## config.mk

```make
export PLATFORM = sky130hd
export DESIGN_NAME = sample_scheduler
export DESIGN_NICKNAME = d
export VERILOG_FILES = /design/src/rtl/sample_scheduler.sv
export SDC_FILE = /design/constraint.sdc
export NUM_CORES = 1
export LEC_CHECK = 0
export CAP_MARGIN = 0
export CORE_MARGIN = 2
export CORE_UTILIZATION = 32
export CTS_CLUSTER_DIAMETER = 50
export DETAILED_ROUTE_END_ITERATION = 7
export HOLD_SLACK_MARGIN = 0.1
export PLACE_DENSITY_LB_ADDON = 0.25
export SLEW_MARGIN = 25
export SYNTH_ARGS = -nofsm -noshare
export SYNTH_HDL_FRONTEND = slang
export SYNTH_SLANG_ARGS = --single-unit
```

## constraint.sdc

```tcl
create_clock -name adcclock -period 2.3 [get_ports adcclock]
set_input_delay 0.23 -clock adcclock [delete_from_list [all_inputs] [get_ports adcclock]]
set_output_delay 0.23 -clock adcclock [all_outputs]
set_load 0.05 [all_outputs]
```

## src/rtl/sample_scheduler.sv

```systemverilog
// Periodic ADC sample scheduler: paces conversion requests, buffers results in a
// small FIFO and drains them to an EEPROM writer at sequential addresses.
module sample_scheduler #(
  parameter int FIFO_DEPTH = 4,
  parameter int MEM_SIZE   = 32768,
  parameter int TIMEOUT    = 16
) (
  input  logic        adcclock,
  input  logic        rst,
  input  logic        i_start,
  input  logic        i_stop,
  input  logic [15:0] i_interval,
  output logic        o_conv_req,
  input  logic [7:0]  i_sample,
  input  logic        i_sample_strobe,
  output logic        o_wr_req,
  output logic [7:0]  o_wr_data,
  output logic [15:0] o_wr_addr,
  input  logic        i_wr_ack,
  output logic        o_busy,
  output logic        o_full,
  output logic        o_overrun,
  output logic        o_timeout_err
);

  localparam int AW = $clog2(FIFO_DEPTH);
  localparam logic [15:0] TO_LOAD  = 16'(TIMEOUT - 1);
  localparam logic [AW:0] PTR_ONE  = (AW + 1)'(1);
  localparam logic [16:0] ADDR_END = 17'(MEM_SIZE);

  typedef enum logic [1:0] {S_IDLE, S_ARMED, S_CONVERT} state_t;

  state_t      r_state, w_state_nxt;
  logic [15:0] r_cnt, w_cnt_nxt;
  logic [15:0] w_reload;
  logic        w_fire;
  logic        w_timeout;

  logic [7:0]  r_mem [FIFO_DEPTH];
  logic [AW:0] r_wr_ptr, r_rd_ptr;
  logic        w_fifo_empty, w_fifo_full;
  logic        w_push, w_pop, w_push_ok;

  logic        r_wr_req;
  logic [7:0]  r_wr_data;
  logic [16:0] r_wr_addr;
  logic [16:0] w_addr_inc;
  logic        r_full, r_overrun, r_timeout_err;

  // An interval of zero would never reach the cnt==1 fire point, so it runs as 1.
  assign w_reload = (i_interval == 16'd0) ? 16'd1 : i_interval;
  assign w_fire   = (r_state == S_ARMED) && (r_cnt <= 16'd1) && !r_full;

  // NOTE: every output of this block gets a default first so no path can infer a latch.
  always_comb begin
    w_state_nxt = r_state;
    w_cnt_nxt   = r_cnt;
    w_timeout   = 1'b0;
    unique case (r_state)
      S_IDLE: begin
        if (i_start && !r_full) begin
          w_state_nxt = S_ARMED;
          w_cnt_nxt   = w_reload;
        end
      end
      S_ARMED: begin
        if (w_fire) begin
          w_state_nxt = S_CONVERT;
          w_cnt_nxt   = TO_LOAD;
        end else if (r_cnt > 16'd1) begin
          w_cnt_nxt = r_cnt - 16'd1;
        end
      end
      S_CONVERT: begin
        if (i_sample_strobe) begin
          w_state_nxt = S_ARMED;
          w_cnt_nxt   = w_reload;
        end else if (r_cnt == 16'd0) begin
          w_timeout   = 1'b1;
          w_state_nxt = S_ARMED;
          w_cnt_nxt   = w_reload;
        end else begin
          w_cnt_nxt = r_cnt - 16'd1;
        end
      end
      default: w_state_nxt = S_IDLE;
    endcase
    if (i_stop || r_full) begin
      w_state_nxt = S_IDLE;
      w_cnt_nxt   = 16'd0;
    end
  end

  // NOTE: sequential state uses non-blocking assignments so every register samples pre-edge values.
  always_ff @(posedge adcclock or negedge rst) begin
    if (!rst) begin
      r_state       <= S_IDLE;
      r_cnt         <= 16'd0;
      r_timeout_err <= 1'b0;
    end else begin
      r_state <= w_state_nxt;
      r_cnt   <= w_cnt_nxt;
      if (w_timeout) r_timeout_err <= 1'b1;
    end
  end

  // A strobe arriving with stop is still a completed conversion and is kept.
  assign w_push       = (r_state == S_CONVERT) && i_sample_strobe;
  assign w_pop        = r_wr_req && i_wr_ack;
  assign w_fifo_empty = (r_wr_ptr == r_rd_ptr);
  assign w_fifo_full  = (r_wr_ptr[AW] != r_rd_ptr[AW]) &&
                        (r_wr_ptr[AW-1:0] == r_rd_ptr[AW-1:0]);
  assign w_push_ok    = w_push && (!w_fifo_full || w_pop);

  // NOTE: the sample storage has no reset; the pointers alone define which entries are valid.
  always_ff @(posedge adcclock) begin
    if (w_push_ok) r_mem[r_wr_ptr[AW-1:0]] <= i_sample;
  end

  always_ff @(posedge adcclock or negedge rst) begin
    if (!rst) begin
      r_wr_ptr  <= '0;
      r_rd_ptr  <= '0;
      r_overrun <= 1'b0;
    end else begin
      if (w_push_ok) r_wr_ptr <= r_wr_ptr + PTR_ONE;
      if (w_pop)     r_rd_ptr <= r_rd_ptr + PTR_ONE;
      if (w_push && !w_push_ok) r_overrun <= 1'b1;
    end
  end

  // Address kept one bit wider than the port so reaching MEM_SIZE is detectable without wrap.
  assign w_addr_inc = r_wr_addr + 17'd1;

  always_ff @(posedge adcclock or negedge rst) begin
    if (!rst) begin
      r_wr_req  <= 1'b0;
      r_wr_data <= 8'd0;
      r_wr_addr <= 17'd0;
      r_full    <= 1'b0;
    end else if (r_wr_req) begin
      if (i_wr_ack) begin
        r_wr_req  <= 1'b0;
        r_wr_addr <= w_addr_inc;
        if (w_addr_inc == ADDR_END) r_full <= 1'b1;
      end
    end else if (!w_fifo_empty && !r_full) begin
      r_wr_req  <= 1'b1;
      r_wr_data <= r_mem[r_rd_ptr[AW-1:0]];
    end
  end

  assign o_conv_req    = w_fire;
  assign o_busy        = (r_state != S_IDLE);
  assign o_wr_req      = r_wr_req;
  assign o_wr_data     = r_wr_data;
  assign o_wr_addr     = r_wr_addr[15:0];
  assign o_full        = r_full;
  assign o_overrun     = r_overrun;
  assign o_timeout_err = r_timeout_err;

endmodule

```

==> metrics.md <==
| Metric | Value |
|---|---|
| Result of the run | complete, no violations |
| CTS tree | yes |
| Initial antenna violation count | 0 |
| Top_reg_cell synth | dfrtp_1 |
| # port buffers | 59 |
| Dominant cells by area after synthesis | dfrtp_1 (30%), edfxtp_1 (22%), xnor2_1 (4.6%) |
| Final HPWL DP | 7.40 mm |
| Worst slew margin | 60.3% |
| VDD IR max | 544 uV |
| Net switching power | 2.96 mW |
| Fin area | 0.00553 sq mm |
| Worst r2r path cells | 7 |
| CP Launch Point | r_cnt[8] |
| Met2 WL | 4.86 mm |
| Worst EP required | 2.07 ns |
| Routed length on met3 | 559 um |
| Clock skew | 0.00736 ns |
| Gate power share | 48.8% |
| Critical path startpoint category | register |
| Largest net degree at the start of global routing | 24 |
| Routed Antenna Nets | 0 |
| Reg clk slew, reported paths | 0.06 ns |
| CTS sink count | 85 |
| Clk root buf | clkbuf_16 |
| CP arrival | 1.99 ns |
| Area leader, netlist | dfrtp_1 |
| Clock Path Buffers | 2 |
| Gpl congestion | 0.839 |
| Vias in the first global route | 3139 |
| Layout cell share with drive strength beyond 1 | 16.3% |
| Drt drc | 0 |
| CP Capture Type | output port |
| Met1 wire length | 4.77 mm |
| Slew @ Worst Pin | 0.592 ns |
| Pwr/cell area | 1280 mW/mm^2 |
| Pint | 4.10 mW |
| Sequential Power Share | 32.3% |
| Sequential cell area fraction in the yosys report | 51.8% |
| Worst hold path type | primary input to asynchronous set/reset pin |
| Die area | 0.0148 sq mm |
| Final period util | 96.4% |
| Reg2Reg Setup Slack | 0.14 ns |
| Post-synth top area share | 30.0% |
| Final core utilization | 41.4% |
| Gr usage total | 14.9% |
| DR vias/cell | 5.01 |
| EDFF count, synth | 32 |
| Die width | 121 um |
| DP Area | 0.00517 sq mm |
| Synth unique cells | 58 |
| FP Rows | 42 |
| Syn. warnings | 0 |
| WS Path Type | register to output port |
| Setup TNS | 0 ns |
| Max cap viols | 0 |
| Total power | 7.06 mW |
| Register bit total from synthesis | 85 |
| Pleak | 2.16 nW |
| Synth cell count leaders | dfrtp_1 (53), nand2_1 (41), edfxtp_1 (32), xnor2_1 (23), nor2_1 (22) |
| DR pass1 iterations | 4 |
| Die H | 121 um |
| CTS Buf Count | 9 |
| Initial core utilization | 33.1% |
| WL per Instance | 16.3 um |
| Final setup violation count | 0 |
| Highest clock rate | 451 MHz |
| DRT iter0 DRCs | 267 |
| R2R Path Start | r_cnt[8] |
| Async SR Flop Fraction | 62.4% |
| CP max FO | 5 |
| Total gr overflow | 0 |
| Min cycle time layout | 2.22 ns |
| Hold Fails Final Rpt | 0 |
| Core area | 0.0133 sq mm |
| # fillers | 1317 |
| Most frequent cell after synthesis | dfrtp_1 |
| Clock network power share | 18.9% |
| Syn Area/Cell | 11.5 sq um |
| Skew-Pair Late Insertion Delay | 0.35 ns |
| Nets@finish | 492 |
| Htree depth | 3 |
| First-pass GRT wire length | 16.5 mm |
| WL final | 10.3 mm |
| Synthesized area | 0.00442 sq mm |
| Top Ports | 60 |
| Hold slack | 0.432 ns |
| Mapped Cells | 383 |
| Switching Fraction | 42.0% |
| DR top layer | met4 |
| Synth-to-layout area growth | 25.2% |
| Pins Over Slew Limit | 0 |
| ANT cells | 0 |
| Routed vias | 3152 |
| Net count after synthesis | 427 |
-- per-stage QoR --
stage                     worst slack (ns)  cells
after floorplan                      0.164    383
after global placement               0.109    607
after detailed placement            0.0730    607
after CTS                           0.0240    624
after global routing              -0.00185    629
final                               0.0822    629
-- sequential cells by signal, indices dropped and copies added (netlist names) --
signal and flops:
o_wr_data 8, o_wr_req 1, r_wr_ptr 3, r_cnt 16, r_wr_addr 17, o_full 1, o_overrun 1, r_rd_ptr 3
o_timeout_err 1, r_state 2, r_mem 32
-- power by group through the flow --
stage / Clock, mW / Combinational, mW / Sequential (mW)
2_1_floorplan: 0 / 2.13 / 2.52
5_1_grt: 1.44 / 3.77 / 2.34
3_3_place_gp: 0 / 3.30 / 2.29
3_5_place_dp: 0 / 3.35 / 2.30
4_1_cts: 1.38 / 3.37 / 2.28
6_report: 1.33 / 3.45 / 2.28
-- what timing repair did --
| item | 4_1_cts | 5_1_grt |
|---|---|---|
| endpoints found under the setup margin | 1 | 13 |
| gates resized for setup | 1 | 8 |
| endpoints found under the hold margin | 21 | 0 |
| pin swaps | 0 | 2 |
| setup buffers | 0 | 5 |
| hold buffers | 1 | 0 |
-- routing by layer --
layer	up-vias	GRT usage (%)
met3	5	3.99
met2	84	22.8
li1	1523	-
met5	-	0
met1	1540	19.9
met4	0	6.25
-- cell families after synthesis --
logic type / synth area share, %
AND/OR/NAND/NOR: 16.0
flip-flops: 51.8
AO/OA/AOI/OAI: 11.3
buffers and inverters: 4.79
XOR/XNOR: 5.55
multiplexers: 6.57
adder cells (fa/ha/maj): 3.97
-- cell type report --
class | count | area, sq um | area share (%)
Multi-Input combinational cell | 261 | 1950 | 35.3
Timing Repair Buffer | 80 | 758 | 13.7
Tap cell | 176 | 220 | 3.98
Sequential cell | 85 | 2290 | 41.4
Clock inverter | 5 | 37.5 | 0.679
Clock buffer | 11 | 233 | 4.21
Inverter | 11 | 41.3 | 0.747
-- path summary, 6_finish.rpt --
kind                                end
max in group asynchronous  o_wr_data[5]
min in group adcclock          r_cnt[8]
setup / recovery             o_conv_req
hold reg to reg             r_wr_ptr[2]
hold / removal                r_cnt[13]
setup reg to reg               r_cnt[6]
-- cells in the final DEF, fill, tap and decap left out, types with 7 or more instances in the layout --
cell / synthesis / routed
dfrtp_1: 53 / 53
nand2_1: 41 / 41
xnor2_1: 23 / 23
nand4_1: 7 / 7
nor3_1: 13 / 13
nand3_1: 15 / 15
nor2_1: 22 / 22
clkbuf_16: 0 / 9
nor4_1: 7 / 7
inv_1: 11 / 11
mux2_2: 8 / 8
clkdlybuf4s50_1: 0 / 56
a21oi_1: 8 / 8
mux4_2: 8 / 8
ha_1: 14 / 12
o21ai_0: 10 / 10
buf_4: 17 / 20
edfxtp_1: 32 / 32
-- worst max-delay path: stages (launching register included) --
cell and delay, ns:
dfrtp_1 0.43, or3_4 0.41, and4b_2 0.40, and3_4 0.26, buf_12 0.14
No activity file was read; power rests on OpenSTA's default activity.
